===== config.mk =====
export PLATFORM = sky130hd
export DESIGN_NAME = lsu_dmem_if
export DESIGN_NICKNAME = d
export VERILOG_FILES = /design/src/rtl/lsu_pkg.sv /design/src/rtl/lsu_align.sv /design/src/rtl/lsu_dmem_if.sv
export SDC_FILE = /design/constraint.sdc
export NUM_CORES = 1
export LEC_CHECK = 0
export ABC_CLOCK_PERIOD_IN_PS = 2500
export BUFFER_PORTS_ARGS = -buffer_cell sky130_fd_sc_hd__buf_2
export CAP_MARGIN = 20
export CORE_ASPECT_RATIO = 1.4
export CORE_MARGIN = 10
export CORE_UTILIZATION = 45
export CTS_CLUSTER_DIAMETER = 80
export DETAILED_ROUTE_END_ITERATION = 8
export PLACE_DENSITY = 0.77
export SETUP_SLACK_MARGIN = 0.02
export SLEW_MARGIN = 20
export SYNTH_ARGS = -nofsm -noshare
export SYNTH_HDL_FRONTEND = slang
export SYNTH_SLANG_ARGS = --single-unit

===== constraint.sdc =====
create_clock -name clk -period 2.5 [get_ports clk]
set_input_delay 0.125 -clock clk [delete_from_list [all_inputs] [get_ports clk]]
set_output_delay 0.125 -clock clk [all_outputs]
set_load 0.01 [all_outputs]

===== src/rtl/lsu_pkg.sv =====
// Shared types and lane helpers for the load/store unit in front of dmem.
package lsu_pkg;

  typedef enum logic [1:0] {
    SZ_BYTE = 2'b00,
    SZ_HALF = 2'b01,
    SZ_WORD = 2'b10,
    SZ_ILL  = 2'b11
  } size_t;

  typedef enum logic [2:0] {
    ST_IDLE,
    ST_LOAD,
    ST_READ,
    ST_WRITE,
    ST_RESP,
    ST_ERR
  } lsu_state_t;

  // Little-endian byte lanes touched by an access of the given size.
  function automatic logic [3:0] byte_mask(input size_t size, input logic [1:0] addr);
    case (size)
      SZ_BYTE: byte_mask = 4'b0001 << addr;
      SZ_HALF: byte_mask = addr[1] ? 4'b1100 : 4'b0011;
      default: byte_mask = 4'b1111;
    endcase
  endfunction

  function automatic logic misaligned(input size_t size, input logic [1:0] addr);
    case (size)
      SZ_BYTE: misaligned = 1'b0;
      SZ_HALF: misaligned = addr[0];
      SZ_WORD: misaligned = (addr != 2'b00);
      default: misaligned = 1'b1;
    endcase
  endfunction

endpackage


===== src/rtl/lsu_align.sv =====
// Lane extract/extend for loads and lane merge for sub-word stores.
// Lane layout assumes a 32-bit word (four byte lanes).
module lsu_align
  import lsu_pkg::*;
#(
  parameter int N = 32
) (
  input  logic [N-1:0] word,
  input  logic [N-1:0] wdata,
  input  size_t        size,
  input  logic [1:0]   addr_lo,
  input  logic         is_unsigned,
  output logic [N-1:0] load_data,
  output logic [N-1:0] merged
);

  logic [3:0]   mask;
  logic [N-1:0] lane_data;
  logic [7:0]   byte_sel;
  logic [15:0]  half_sel;

  always_comb begin
    mask     = byte_mask(size, addr_lo);
    byte_sel = word[{addr_lo, 3'b000} +: 8];
    half_sel = word[{addr_lo[1], 4'b0000} +: 16];

    case (size)
      SZ_BYTE: lane_data = {(N/8){wdata[7:0]}};
      SZ_HALF: lane_data = {(N/16){wdata[15:0]}};
      default: lane_data = wdata;
    endcase

    merged = word;
    for (int i = 0; i < 4; i++) begin
      if (mask[i]) merged[8*i +: 8] = lane_data[8*i +: 8];
    end

    case (size)
      SZ_BYTE: load_data = is_unsigned ? {{(N-8){1'b0}}, byte_sel}
                                       : {{(N-8){byte_sel[7]}}, byte_sel};
      SZ_HALF: load_data = is_unsigned ? {{(N-16){1'b0}}, half_sel}
                                       : {{(N-16){half_sel[15]}}, half_sel};
      default: load_data = word;
    endcase
  end

endmodule


===== src/rtl/lsu_dmem_if.sv =====
// Load/store unit feeding a word-wide dmem; sub-word stores use read-modify-write.
// Define LSU_MISALIGN_TRAP_EN to trap misaligned requests; otherwise they are force-aligned.
//
// state    | meaning
// ST_IDLE  | waiting for a request, req_ready high
// ST_LOAD  | dmem read, extended load data captured
// ST_READ  | old word captured for a sub-word store
// ST_WRITE | merged word written to dmem
// ST_RESP  | completion pulse
// ST_ERR   | misaligned completion pulse with resp_err
module lsu_dmem_if
  import lsu_pkg::*;
#(
  parameter int N = 32,
  parameter int R = 6
) (
  input  logic         clk,
  input  logic         rst_n,
  input  logic         req_valid,
  output logic         req_ready,
  input  logic         req_we,
  input  logic [1:0]   req_size,
  input  logic         req_unsigned,
  input  logic [N-1:0] req_addr,
  input  logic [N-1:0] req_wdata,
  output logic         resp_valid,
  output logic [N-1:0] resp_rdata,
  output logic         resp_err,
  output logic [N-1:0] dmem_addr,
  output logic         dmem_we,
  output logic [N-1:0] dmem_wdata,
  input  logic [N-1:0] dmem_rdata
);

  lsu_state_t   state;
  logic         we_q;
  size_t        size_q;
  logic         uns_q;
  logic [R+1:0] addr_q;
  logic [N-1:0] wdata_q;
  logic [N-1:0] old_q;
  logic [N-1:0] rdata_q;

  size_t        size_n;
  logic [R+1:0] addr_n;
  lsu_state_t   accept_state;
  logic [N-1:0] align_word;
  logic [N-1:0] load_data;
  logic [N-1:0] merged;
  logic         unused_addr_hi;

  assign unused_addr_hi = ^req_addr[N-1:R+2];

  always_comb begin
    size_n = size_t'(req_size);
    addr_n = req_addr[R+1:0];
`ifdef LSU_MISALIGN_TRAP_EN
`else
    if (size_n == SZ_ILL) size_n = SZ_WORD;
    if (size_n == SZ_HALF) addr_n[0] = 1'b0;
    else if (size_n == SZ_WORD) addr_n[1:0] = 2'b00;
`endif
  end

  always_comb begin
    if (!req_we) accept_state = ST_LOAD;
    else if (size_n == SZ_WORD) accept_state = ST_WRITE;
    else accept_state = ST_READ;
`ifdef LSU_MISALIGN_TRAP_EN
    if (misaligned(size_n, addr_n[1:0])) accept_state = ST_ERR;
`endif
  end

  // Loads align the live dmem word; stores merge into the word captured in READ.
  assign align_word = (state == ST_LOAD) ? dmem_rdata : old_q;

  lsu_align #(.N(N)) u_align (
    .word        (align_word),
    .wdata       (wdata_q),
    .size        (size_q),
    .addr_lo     (addr_q[1:0]),
    .is_unsigned (uns_q),
    .load_data   (load_data),
    .merged      (merged)
  );

  always_ff @(posedge clk) begin
    if (!rst_n) begin
      state   <= ST_IDLE;
      we_q    <= 1'b0;
      size_q  <= SZ_BYTE;
      uns_q   <= 1'b0;
      addr_q  <= '0;
      wdata_q <= '0;
      old_q   <= '0;
      rdata_q <= '0;
    end else begin
      case (state)
        ST_IDLE: begin
          if (req_valid) begin
            we_q    <= req_we;
            size_q  <= size_n;
            uns_q   <= req_unsigned;
            addr_q  <= addr_n;
            wdata_q <= req_wdata;
            rdata_q <= '0;
            state   <= accept_state;
          end
        end
        ST_LOAD: begin
          rdata_q <= load_data;
          state   <= ST_RESP;
        end
        ST_READ: begin
          old_q <= dmem_rdata;
          state <= ST_WRITE;
        end
        ST_WRITE: state <= ST_RESP;
        default:  state <= ST_IDLE;
      endcase
    end
  end

  assign req_ready  = (state == ST_IDLE);
  assign resp_valid = (state == ST_RESP) || (state == ST_ERR);
  assign resp_rdata = (state == ST_RESP && !we_q) ? rdata_q : '0;
  assign dmem_we    = (state == ST_WRITE) && rst_n;
  assign dmem_wdata = (state == ST_WRITE) ? merged : '0;
  assign dmem_addr  = (state == ST_LOAD || state == ST_READ || state == ST_WRITE)
                      ? {{(N-R){1'b0}}, addr_q[R+1:2]} : '0;

`ifdef LSU_MISALIGN_TRAP_EN
  assign resp_err = (state == ST_ERR);
`else
  assign resp_err = 1'b0;
`endif

endmodule


==> results.cfg, run 1 <==
[sta]
finalHoldViolations = 0
worstMarginPinSlew_ps = 509.7
rsz0062_at_grt = no
slew_violations = 0
fin_crit_sh = 0.9292
clock_skew_ps = 6.073
fmax_mhz = 430.5
period_needed_ps = 2323
slew-limit-headroom = 0.6581
setup_tns_ps = 0
setup_viol = 0

[global_route]
first_global_vias = 5780
grt_pass1_wl_mm = 31.71
grt_usage = 0.2081
grt_overflow_total = 0
grt_max_degree = 55
antenna_found_initial = 1

[layout]
fin_area_um2 = 7331
drive_gt1_frac = 0.2385
nets = 1008
post-route-util = 0.5450
area_growth_syn_to_layout_pct = 18.60

[detailed_routing]
drt-vias-per-instance = 5.599
drcViolationCount = 0
first_pass_iters = 5
via_count = 6125
wl_per_cell_um = 18.73
drt_wl_total_mm = 20.49
drt_iter0_drc = 502
ant_nets = 0

[die]
core.rowCount = 50
die_w_um = 119.1
dieArea_um2 = 18890
die_h_um = 158.7
start_util = 0.4595
fp.coreArea_um2 = 13450
ioPinCount = 203

[clocking]
clk_pin_slew_worst_paths_ps = 70
htree_levels = 3
numClockSinks = 111
cts.path.max_buffers = 2
cts_tree = done
numCtsBuffers = 9
postCtsHoldBufs = 0
root_buffer = clkbuf_16
clock_latency_ps = 360

[power]
cellPowerDensity_nw_per_um2 = 561.3
peakVddDrop_mv = 0.3189
cellLeakagePower_nw = 3.002

[placement]
gp_congestion = 0.9056
dpl.hpwl_mm = 15.54
placed_cell_area_um2 = 7029
portBuffers = 151

[worst_setup_path]
crit_fanout = 16
cp.required_ps = 2380
critPathLaunchType = flop
worstSetupPathType = reg -> out
crit_path_end_kind = primary output
cp_data_arrival_time_ps = 2200

[synth]
synth_ff_type = dfxtp_1
yosys_warnings = 0
synth_area_leaders = dfxtp_1, nand2_1, a21boi_0
netlist_area_um2 = 6181
syn_inst = 781
seq_area_frac_synth = 0.3595
syn_area_per_cell_um2 = 7.914
yosys.area.top_type = dfxtp_1
ys_async_sr_fraction = 0
synth_top_area_frac = 0.3595
synth_edf_count = 0
synth-seq-cells = 111
ys_types = 44

[run]
cap_violations = 0

[outcome]
status = complete, no violations

[worst_hold_path]
worst_hold_path_type = in -> reg
power by group:
part / switching [W] / internal, W
Sequential: 0.0000870 / 0.00186
Combinational: 0.000457 / 0.000280
Clock: 0.000671 / 0.000761
synth_stat cells, types with 4 or more instances:
cell / n
a21oi_1: 47
a311o_1: 8
nand2_1: 229
buf_2: 5
a221oi_1: 14
and2_1: 43
a22oi_1: 7
a221o_1: 16
dfxtp_1: 111
o21ai_0: 13
o221ai_1: 13
nand2b_1: 4
buf_1: 4
a21boi_0: 50
mux4_2: 15
mux2i_1: 15
clkbuf_1: 53
o22ai_1: 8
a311oi_1: 14
nor2b_1: 10
a211oi_1: 11
buf_4: 28
inv_1: 9
nor2_1: 29
sequential cells by signal (all words and copies together), names as in the netlist:
| register | cells |
|---|---|
| old_q | 32 |
| rdata_q | 32 |
| wdata_q | 32 |
| addr_q | 8 |
| state | 3 |
| size_q | 2 |
| uns_q | 1 |
| we_q | 1 |
critical path, cell delays in order (launching register included):
cell      delay (ps)
dfxtp_1          390
or2_2            400
a21oi_1          160
buf_4            220
a211oi_1          60
a311oi_1         390
buf_2            210
cell type report:
cell class,count,area (um^2)
antenna,2,5.005
clock buffer,14,274.0
clock inverter,2,13.76
fill,1283,6120
inverter,11,42.54
multi-input combinational,594,3572
sequential,111,2225
tap,182,227.7
timing repair buffer,178,970.9
what timing repair did:
item | in CTS | in global routing
gates resized for setup | 2 | 3
pin swaps | 0 | 0
buffers inserted | 0 | 0
endpoints found under the setup margin | 5 | 9
cells in the final DEF, fill, tap and decap left out, drive strengths merged, types with 2 or more instances in the layout:
cell type / synthesis / layout
a211oi: 11 / 11
a21boi: 50 / 50
a21oi: 47 / 47
a221o: 16 / 16
a221oi: 14 / 14
a22oi: 7 / 7
a311o: 8 / 8
a311oi: 14 / 14
and2: 43 / 43
buf: 38 / 178
clkbuf: 53 / 14
clkinv: 2 / 4
conb: 1 / 27
dfxtp: 111 / 111
diode: 0 / 2
inv: 9 / 9
mux2i: 15 / 15
mux4: 15 / 15
nand2: 229 / 229
nand2b: 4 / 4
nand3b: 3 / 3
nor2: 29 / 29
nor2b: 10 / 10
nor3: 3 / 3
nor4b: 2 / 2
o21ai: 14 / 14
o221ai: 13 / 13
o22ai: 8 / 8
metrics by stage:
stage | worst slack, ps | cells | hold slack, ps | power, W
2_1_floorplan | 225.6 | 807 | 261.0 | 0.002457
3_3_place_gp | 261.7 | 1076 | 377.9 | 0.002695
3_5_place_dp | 222.4 | 1076 | 383.5 | 0.002710
4_1_cts | 107.6 | 1092 | 4.279 | 0.004121
5_1_grt | 31.17 | 1093 | 14.68 | 0.004282
6_report | 177.0 | 1094 | 6.012 | 0.004115
cell families (layout without fill, tap and decap cells):
family / Yosys count / after routing / synth area share
compound gates: 207 / 207 / 0.2458
other cells: 1 / 29 / 0.0006067
flops: 111 / 111 / 0.3595
mux: 30 / 30 / 0.07895
simple gates: 330 / 330 / 0.2340
buf+inv: 102 / 205 / 0.08117
path summary, 6_finish.rpt:
kind                 startpoint            end  slack, ps  depth (start not counted)
hold reg to reg      rdata_q[2]     rdata_q[2]        430                          2
hold / removal    req_wdata[12]    wdata_q[12]          6                          3
setup reg to reg       state[0]    rdata_q[31]        240                          5
setup / recovery      addr_q[0]  dmem_wdata[8]        180                          6
routing by layer:
metal,vias to the layer above,wire (um),part of all wire,global-route usage
met5,-,0,0,0
met4,0,758,0.037,0.1050
met3,45,1563,0.076,0.04396
met2,277,10100,0.49,0.3515
met1,2869,8072,0.39,0.2445
li1,2934,-,-,-
Note: power is estimated with default switching activity, not from simulation.
==> inputs of run 2 (changes only) <==
--- a/config.mk
+++ b/config.mk
@@ -13,6 +13,7 @@
 export CORE_UTILIZATION = 45
 export CTS_CLUSTER_DIAMETER = 80
 export DETAILED_ROUTE_END_ITERATION = 8
+export GPL_TIMING_DRIVEN = 0
 export PLACE_DENSITY = 0.77
 export SETUP_SLACK_MARGIN = 0.02
 export SLEW_MARGIN = 20
==> run 2 against run 1 <==
Net effect:
- global-route usage up 1.7 points
- worst hold slack better by 2.4 ps
- register-to-register slack worse by 100 ps
- worst setup slack worse by 100 ps
- cell area up 5.1%
- critical path depth unchanged
- clock skew about the same
- wire length up 9.3%
- critical path type unchanged
- power up 3.5%
- sequential share of layout area down 1.5 points
- utilization up 2.8 points
- largest power group unchanged
- combinational power up 12%
==> results.cfg, run 2 (synthesized netlist as in run 1, its figures left out) <==
[outcome]
status = complete, no violations

[die]
start_util = 0.4595
ioPinCount = 203
die_w_um = 119.1
core.rowCount = 50
dieArea_um2 = 18890
fp.coreArea_um2 = 13450
die_h_um = 158.7

[placement]
portBuffers = 151
place_ws_ps = -230.0
placed_cell_area_um2 = 7267
gp_congestion = 0.9840
dpl.hpwl_mm = 17.83

[worst_setup_path]
cp_data_arrival_time_ps = 2300
crit_path_end_kind = primary output
worstSetupPathType = reg -> out
crit_fanout = 16
cp.required_ps = 2380
critPathLaunchType = flop
crit_top_cell = buf_2
slowest_stage = a21oi_4
worstPathCellList = buf_2 -> clkinv_2 -> a21oi_4 -> nor2_1 -> a311oi_1 -> buf_2
slowest_delay_ps = 450

[detailed_routing]
drt_wl_total_mm = 22.39
wl_per_cell_um = 19.35
drt_iter0_drc = 569
m1WireLength_mm = 8.381
dr_wl_met2_mm = 11.06
routed-wl-met3_mm = 1.927
ant_nets = 0
via_count = 6416
highest_layer = met4
first_pass_iters = 7
drt-vias-per-instance = 5.545
drcViolationCount = 0

[layout]
layout_common_cells = nand2_1, buf_2, dfxtp_1
fillers = 1301
n_antenna_cell = 0
reg_top3 = old_q x32, rdata_q x32, wdata_q x32
fin_area_um2 = 7707
nets = 1073
area_growth_syn_to_layout_pct = 24.70
final_common_cell = nand2_1
drive_gt1_frac = 0.2585

[power]
peakVddDrop_mv = 0.2957
cellPowerDensity_nw_per_um2 = 552.3
cellLeakagePower_nw = 3.184
power_w = 0.004257

[clocking]
htree_levels = 3
clk_pin_slew_worst_paths_ps = 80
cts_tree = done
numClockSinks = 111
postCtsHoldBufs = 0
clock_latency_ps = 350
root_buffer = clkbuf_16
numCtsBuffers = 9
cts.path.max_buffers = 2

[global_route]
grt_overflow_total = 0
grt_max_degree = 18
first_global_vias = 6256
antenna_found_initial = 0
grt_usage = 0.2255
grt_pass1_wl_mm = 34.07

[sta]
fmax_mhz = 412.6
layout_setup_ws_ps = 76.61
worstMarginPinSlew_ps = 800.6
slew_violations = 0
finalHoldViolations = 0
clock_skew_ps = 5.967
slew-limit-headroom = 0.4627
holdWs_ps = 8.377
fin_crit_sh = 0.9694
setup_viol = 0
rsz0062_at_grt = yes
period_needed_ps = 2423

[run]
cap_violations = 0

[worst_hold_path]
worst_hold_path_type = in -> reg
## run 2: cell types whose count changed in the layout (fill, tap and decap cells not counted), sizes merged
| cell | before | now |
|---|---|---|
| buf | 178 | 189 |
| bufinv | 0 | 1 |
| clkinvlp | 0 | 1 |
| inv | 9 | 10 |
| diode | 2 | 0 |
| clkbuf | 14 | 65 |
## run 2: final timing paths
path	cells past startpoint	endpoint	startpoint	slack, ps
max	6	dmem_wdata[0]	addr_q[1]	80
min	3	wdata_q[27]	req_wdata[27]	8
max reg2reg	6	rdata_q[14]	state[0]	140
min reg2reg	2	rdata_q[5]	rdata_q[5]	430
## run 2: where the power goes
part | total [W] | switching [W] | internal [W]
sequential | 0.00194 | 0.0000857 | 0.00186
clock | 0.00149 | 0.000680 | 0.000807
combinational | 0.000826 | 0.000512 | 0.000313
## run 2: worst max-delay path: cells and delay by family, from the launching register on
kind	cells	cell delay, ps
AO/OA/AOI/OAI	2	860
buffers and inverters	3	650
flip-flops	1	300
AND/OR/NAND/NOR	1	120
## run 2: per-stage QoR
step                setup TNS (ps)    util  cells
floorplan                        0       -    807
global placement             -4029  0.5399   1140
detailed placement           -1433  0.5403   1140
CTS                              0  0.5691   1156
global route                     0  0.5730   1157
finish                           0  0.5730   1157
## run 2: area by class of cell
class                      instances  area, um^2  share of cell area
buffer                            89       489.2             0.06347
tap                              182       227.7             0.02955
clock inverter                     5       56.30            0.007305
inverter                          11       42.54            0.005519
timing repair buffer             154       782.0              0.1015
multi-input combinational        594        3641              0.4724
clock buffer                      11       242.7             0.03149
sequential                       111        2226              0.2888
## run 2: layer usage
| metal | vias to the layer above | GRT usage |
|---|---|---|
| li1 | 3066 | - |
| met1 | 2890 | 0.2490 |
| met2 | 397 | 0.3929 |
| met3 | 63 | 0.04892 |
| met4 | 0 | 0.1289 |
| met5 | - | 0 |
## run 2: timing repair
item / CTS / global route
setup buffers: 1 / 2
setup endpoints to repair: 55 / 55
pin swaps: 0 / 1
gates resized for setup: 29 / 15
